==> src/rtl/spi_ram_ctrl.sv <==
// Command-decoded single-port RAM behind the SPI slave shift register.
// Ports: clk/rst (sync, active-high), din/rx_valid/rx_ready command in,
// dout/tx_valid/tx_ready read data out, busy (fill running), err (sticky).
module spi_ram_ctrl #(
  parameter int DATA_WIDTH = 8,
  parameter int ADDR_WIDTH = 8
) (
  input  logic                  clk,
  input  logic                  rst,
  input  logic [DATA_WIDTH+2:0] din,
  input  logic                  rx_valid,
  output logic                  rx_ready,
  output logic [DATA_WIDTH-1:0] dout,
  output logic                  tx_valid,
  input  logic                  tx_ready,
  output logic                  busy,
  output logic                  err
);

  localparam int DEPTH = 1 << ADDR_WIDTH;

  localparam logic [0:0] IDLE = 1'b0;
  localparam logic [0:0] FILL = 1'b1;

  localparam logic [2:0] OP_SET_WADDR = 3'b000;
  localparam logic [2:0] OP_WRITE     = 3'b001;
  localparam logic [2:0] OP_SET_RADDR = 3'b010;
  localparam logic [2:0] OP_READ      = 3'b011;
  localparam logic [2:0] OP_SET_MODE  = 3'b100;
  localparam logic [2:0] OP_FILL      = 3'b101;

  localparam logic [ADDR_WIDTH-1:0] A_ONE  = ADDR_WIDTH'(1);
  localparam logic [ADDR_WIDTH-1:0] A_LAST = '1;

  logic [0:0]            state;
  logic [ADDR_WIDTH-1:0] wr_addr;
  logic [ADDR_WIDTH-1:0] rd_addr;
  logic                  ainc;
  logic [DATA_WIDTH-1:0] fill_data;

  logic [DATA_WIDTH-1:0] mem [DEPTH];

  logic [2:0]            op;
  logic [DATA_WIDTH-1:0] payload;
  logic [ADDR_WIDTH-1:0] addr_pl;
  logic                  accept;
  logic                  mem_we;
  logic [DATA_WIDTH-1:0] mem_wdata;

  assign op       = din[DATA_WIDTH+2:DATA_WIDTH];
  assign payload  = din[DATA_WIDTH-1:0];
  assign addr_pl  = din[ADDR_WIDTH-1:0];
  assign rx_ready = !rst && (state == IDLE) && !tx_valid;
  assign accept   = rx_valid && rx_ready;
  assign busy     = (state == FILL);

  // Reset must also stop a fill write landing on the reset edge.
  always_comb begin
    mem_we    = 1'b0;
    mem_wdata = payload;
    if (!rst) begin
      if (state == FILL) begin
        mem_we    = 1'b1;
        mem_wdata = fill_data;
      end else if (accept && op == OP_WRITE) begin
        mem_we = 1'b1;
      end
    end
  end

  // Storage is left unreset so it maps onto a plain RAM.
  always_ff @(posedge clk) begin
    if (mem_we) mem[wr_addr] <= mem_wdata;
  end

  always_ff @(posedge clk) begin
    if (rst) begin
      state     <= IDLE;
      wr_addr   <= '0;
      rd_addr   <= '0;
      ainc      <= 1'b0;
      fill_data <= '0;
      dout      <= '0;
      tx_valid  <= 1'b0;
      err       <= 1'b0;
    end else begin
      if (tx_valid && tx_ready) tx_valid <= 1'b0;
      if (state == FILL) begin
        wr_addr <= wr_addr + A_ONE;
        if (wr_addr == A_LAST) state <= IDLE;
      end else if (accept) begin
        unique case (op)
          OP_SET_WADDR: wr_addr <= addr_pl;
          OP_WRITE: begin
            if (ainc) wr_addr <= wr_addr + A_ONE;
          end
          OP_SET_RADDR: rd_addr <= addr_pl;
          OP_READ: begin
            dout     <= mem[rd_addr];
            tx_valid <= 1'b1;
            if (ainc) rd_addr <= rd_addr + A_ONE;
          end
          OP_SET_MODE: ainc <= payload[0];
          OP_FILL: begin
            fill_data <= payload;
            state     <= FILL;
          end
          default: err <= 1'b1;
        endcase
      end
    end
  end

endmodule

==> config.mk <==
export PLATFORM = sky130hd
export DESIGN_NAME = spi_ram_ctrl
export DESIGN_NICKNAME = d
export VERILOG_FILES = /design/src/rtl/spi_ram_ctrl.sv
export SDC_FILE = /design/constraint.sdc
export NUM_CORES = 2
export LEC_CHECK = 0
export ABC_AREA = 1
export ABC_CLOCK_PERIOD_IN_PS = 19700
export CAP_MARGIN = 20
export CORE_MARGIN = 3
export CORE_UTILIZATION = 40
export CTS_BUF_LIST = sky130_fd_sc_hd__clkbuf_16
export CTS_CLUSTER_DIAMETER = 200
export DETAILED_ROUTE_END_ITERATION = 7
export PLACE_DENSITY = 0.59
export SYNTH_ARGS = -nofsm -noshare
export SYNTH_HDL_FRONTEND = slang
export SYNTH_SLANG_ARGS = --single-unit
==> constraint.sdc <==
create_clock -name clk -period 19.7 [get_ports clk]
set_clock_uncertainty 0.15 [all_clocks]
set_input_delay 5.91 -clock clk [delete_from_list [all_inputs] [get_ports clk]]
set_output_delay 5.91 -clock clk [all_outputs]
set_load 0.02 [all_outputs]
* After elaboration in Yosys (flattened, before gate mapping) *
Memory sizes are Yosys's and may differ from the RTL's. A register that Yosys moved wholly into a read port is not among the register bits.
Index checks and enable logic that the tools add are counted.

cells by class
  add/sub/neg operators = 2
  reductions and logical operators = 18
  bitwise gates (word level) = 2
  mux-type cells = 21
  equality and inequality tests = 8

operators by type and width
  operator               number
  $mux W8                6
  $pmux W8 S2            2
  $add A8 B1 Y8 const B  2
  $reduce_and A3 Y1      5
  $mux W1                13
  $eq A8 B8 Y1 const B   1
  $eq A3 B2 Y1 const B   2
  $eq A3 B3 Y1 const B   2
  $reduce_or A6 Y1       1
  $logic_and A1 B1 Y1    5
  $reduce_and A4 Y1      1
  $reduce_bool A2 Y1     2
  $eq A3 B1 Y1 const B   1
  $logic_not A3 Y1       1
  $ne A3 B3 Y1 const B   1
  $reduce_bool A3 Y1     1
  $logic_not A1 Y1       2
  $ne A2 B2 Y1 const B   1
  $not A1 Y1             2

word-level totals
  flip-flop bits (word level) = 28
  bits of input ports = 15
  output and inout port bits = 12
  RAM bits = 2048
  memories kept = 1

memory list
  memory  depth  bits a word  rd ports  clocked after memory_dff  wr ports  RTL line  text
  mem     256    8            1         1                         1         41        logic [DATA_WIDTH-1:0] mem [DEPTH];

* Depth between registers and ports, before layout *
  depth in word-level cells = 10
  gate-level depth with buffers = 22
  gate-level depth less buffers = 17

* Worst setup path after synthesis *
OpenSTA, ideal clock, no wires.

  path type = input to register
  from = input port rst
  to = memory mem[0][1] (data pin)
  arrival = 16.290 ns
  slack = 1.072 ns
  path buffers = 2
  setup time = 2.189 ns
  data required time = 17.361 ns
  stages on the path = 4
  cell sequence = buf_2 > nor2_1 > clkbuf_1 > o21ai_0

between the ends
  longest elaborated chain between the ends = 1

RTL lines
  element           RTL line  text
  start, declared   9         input logic rst,
  $mux W8           61        if (!rst) begin
  net mem_wdata[1]  48        logic [DATA_WIDTH-1:0] mem_wdata;
  end, declared     41

The timed path passes the listed nets, and every way through them passes these cells.

* Final worst setup path *
  from = input port rst
  to = output port rx_ready

between the ends
  longest elaborated chain between the ends = 3

RTL lines
  element                           RTL line  text
  $logic_not A1 Y1                  -
  $logic_and A1 B1 Y1 (2 in a row)  53        assign rx_ready = !rst && (state == IDLE) && !tx_valid;
  end, declared                     12        output logic rx_ready,

No other way between the ends.

==> insert_results.sql <==
INSERT INTO impl_metrics (metric_group, metric, value, unit) VALUES
('timing', 'max_clock_freq', '74.9', 'MHz'),
('cts', 'total_cts_buffers', '205', ''),
('logic_synthesis', 'part_of_the_yosys_area_used_for_sequential_elements', '71.7', '%'),
('run_status', 'status', 'finished clean', ''),
('layout', 'area_delta_synth_final', '10.6', '%'),
('power', 'switching_power', '1.93', 'mW'),
('critical_path', 'path_common_cell', 'sky130_fd_sc_hd__clkdlybuf4s50_1', ''),
('layout', 'drive_above_1_share', '5.39', '%'),
('critical_path', 'crit_buf_inv', '2', ''),
('die', 'floorplan.rows', '170', ''),
('critical_path', 'critical_path.top_delay_family', 'buffers and inverters', ''),
('detailed_routing', 'route.detailed.vias_per_inst', '5.38', ''),
('logic_synthesis', 'synth_fp_nets', '7845', ''),
('timing', 'finalHoldWorstSlack', '0.351', 'ns'),
('cts', 'cts.repair_timing.setup_buffer_count', '0', ''),
('layout', 'layout_commonest_cell', 'sky130_fd_sc_hd__edfxtp_1', ''),
('global_route', 'grt_pass1_wl', '363', 'mm'),
('power', 'p_int', '7.10', 'mW'),
('global_route', 'globalRoute.totalOverflow', '0', ''),
('power', 'leakagePower', '34.2', 'nW'),
('placed_design', 'gp_routability_congestion', '0.900', ''),
('placed_design', 'numPlacedInstances', '10300', ''),
('power', 'switching_share', '21.4', '%'),
('detailed_routing', 'detailedRoute.firstPassIterationCount', '7', ''),
('min_path', 'hp-class', 'reg2reg', ''),
('logic_synthesis', 'post_synth_inst_count', '7825', ''),
('timing', 'rsz0062_at_grt', 'no', ''),
('timing', 'totalNegativeSetupSlack', '0', 'ns'),
('critical_path', 'worstPathCellList', 'clkdlybuf4s50_1, nor3_2, clkdlybuf4s50_1', ''),
('critical_path', 'slowest_stage_cell_on_the_critical_path', 'sky130_fd_sc_hd__clkdlybuf4s50_1', ''),
('die', 'die-height', '472', 'microns'),
('global_route', 'antenna_violations_before_repair', '6', ''),
('cts', 'hold_buffers', '0', ''),
('die', 'die_w', '472', 'microns'),
('timing', 'period_minus_slack', '13.36', 'ns'),
('layout', 'finalNonFillerCells', '10700', ''),
('flow_run', 'max-cap-violations', '0', ''),
('placed_design', 'postPlaceCellArea', '89300', 'sq um'),
('detailed_routing', 'wl_per_cell', '23.1', 'microns'),
('critical_path', 'endpoint_type_of_the_worst_setup_path', 'output port', ''),
('timing', 'final-max-slew-violation-count', '0', ''),
('cts', 'cts.clk_slew.worst_paths', '0.06', 'ns'),
('timing', 'slew_headroom', '20.0', '%'),
('cts', 'htreeDepth', '4', ''),
('logic_synthesis', 'synthesis.area', '86700', 'sq um'),
('logic_synthesis', 'post_synth_num_cell_types', '33', ''),
('logic_synthesis', 'share_of_synthesized_cell_area_in_and_or_nand_and_nor_gates', '17.0', '%'),
('layout', 'utilization', '44.6', '%'),
('critical_path', 'worst_setup_path_start_kind', 'input pin', ''),
('layout', 'multi_input_comb_area', '20700', 'sq um'),
('power', 'share_comb_of_total_power', '3.4', '%'),
('power', 'irDropWorstVdd', '0.0813', 'mV'),
('layout', 'fill_cells', '19700', ''),
('cts', 'ctsResizeCount', '0', ''),
('layout', 'num-nets-final', '7706', ''),
('logic_synthesis', 'synth_compound_area_share', '6.61', '%'),
('critical_path', 'worst_path_largest_cell_delay', '0.64', 'ns'),
('die', 'floorplan.initialDensity', '40.3', '%'),
('cts', 'clock_sink_count', '2084', ''),
('global_route', 'via_count_of_the_first_global_routing_pass', '55800', ''),
('logic_synthesis', 'synthesis.area_per_instance', '11.1', 'sq um'),
('power', 'share_clk_of_total_power', '42.6', '%'),
('layout', 'most-common-layout-cells', 'sky130_fd_sc_hd__edfxtp_1, sky130_fd_sc_hd__nand2_1, sky130_fd_sc_hd__nor2_1', ''),
('cts', 'clkLatencyLatePin', '0.83', 'ns'),
('cts', 'clock_tree.buffer_depth', '3', ''),
('die', 'number_of_top_level_pins', '27', ''),
('placed_design', 'dp.final_hpwl', '142', 'mm'),
('cts', 'cts_tree', 'built', ''),
('logic_synthesis', 'post_synth_fa_ha_maj_area_fraction', '0.0721', '%'),
('layout', 'final_cell_area', '95900', 'sq um'),
('timing', 'worst_pin_slew', '1.20', 'ns');
-- cell usage after synthesis (all sizes together) --
cell	number	share of area (%)
a211oi	6	0.052
a21oi	128	0.74
a221oi	3	0.030
a311oi	1	0.010
a31oi	8	0.058
and3	5	0.036
buf	246	1.6
clkbuf	229	0.99
clkinv	5	0.022
dfxtp	36	0.83
edfxtp	2048	71
ha	5	0.072
inv	450	1.9
nand2	1725	7.5
nand3	491	2.8
nand4	15	0.11
nor2	1498	6.5
nor3	7	0.046
o211ai	140	1.2
o21ai	757	4.4
o22ai	14	0.11
o311ai	1	0.010
o32ai	2	0.020
or2	4	0.029
xor2	1	0.010
-- registers in the layout (all words and copies together) (netlist names) --
signal     cells
fill_data      8
dout           8
mem         2048
busy           1
err            1
tx_valid       1
wr_addr        8
ainc           1
rd_addr        8
-- final cells by class --
| cell class | count | area share [%] |
|---|---|---|
| inverters | 455 | 1.80 |
| diodes | 2 | 0.00522 |
| clock buffers | 210 | 5.48 |
| repair buffers | 129 | 1.18 |
| flip-flops and latches | 2084 | 64.9 |
| well taps | 2838 | 3.70 |
| clock inverters | 171 | 1.40 |
| multi-input cells | 4811 | 21.5 |
-- metrics by stage --
step / power [mW] / setup slack, ns
global placement: 5.28 / 5.64
CTS: 9.08 / 5.66
global route: 9.29 / 6.32
detailed placement: 5.28 / 5.66
finish: 9.04 / 6.34
floorplan: 5.20 / 1.07
-- path summary, 6_finish.rpt --
check | startpoint | to | slack [ns] | cells after the start
setup / recovery | rst | rx_ready | 6.34 | 3
hold / removal | err | err | 0.35 | 2
setup reg to reg | rd_addr[0] | dout[0] | 14.29 | 15
hold reg to reg | err | err | 0.35 | 2
-- kinds of logic (layout without fill, tap and decap cells) --
family,Yosys count,after routing
xor+xnor,1,1
compound gates,1060,1060
simple gates,3745,3745
flops,2084,2084
buf+inv,930,965
other cells,0,2
fa+ha+maj,5,5
-- per-layer routing --
layer / part of all wire, % / vias up / global-route usage, %
li1: - / 26400 / -
met1: 41 / 28300 / 29.5
met2: 47 / 2416 / 35.4
met3: 7.8 / 413 / 3.74
met4: 3.6 / 0 / 7.84
met5: 0 / - / 0
-- power groups by stage --
stage | Sequential, mW | Clock [mW] | Combinational, mW
2_1_floorplan | 5.04 | 0 | 0.160
3_3_place_gp | 4.98 | 0 | 0.300
3_5_place_dp | 4.98 | 0 | 0.302
4_1_cts | 4.89 | 3.89 | 0.302
5_1_grt | 4.89 | 4.07 | 0.327
6_report | 4.89 | 3.85 | 0.303
-- worst register-to-register path: cells and delay by family, from the launching register on --
| kind | cells | cell delay [ns] |
|---|---|---|
| flip-flops | 1 | 0.96 |
| buffers and inverters | 4 | 2.28 |
| AND/OR/NAND/NOR | 9 | 1.27 |
| AO/OA/AOI/OAI | 2 | 0.70 |
(Power assumes the default switching activity.)
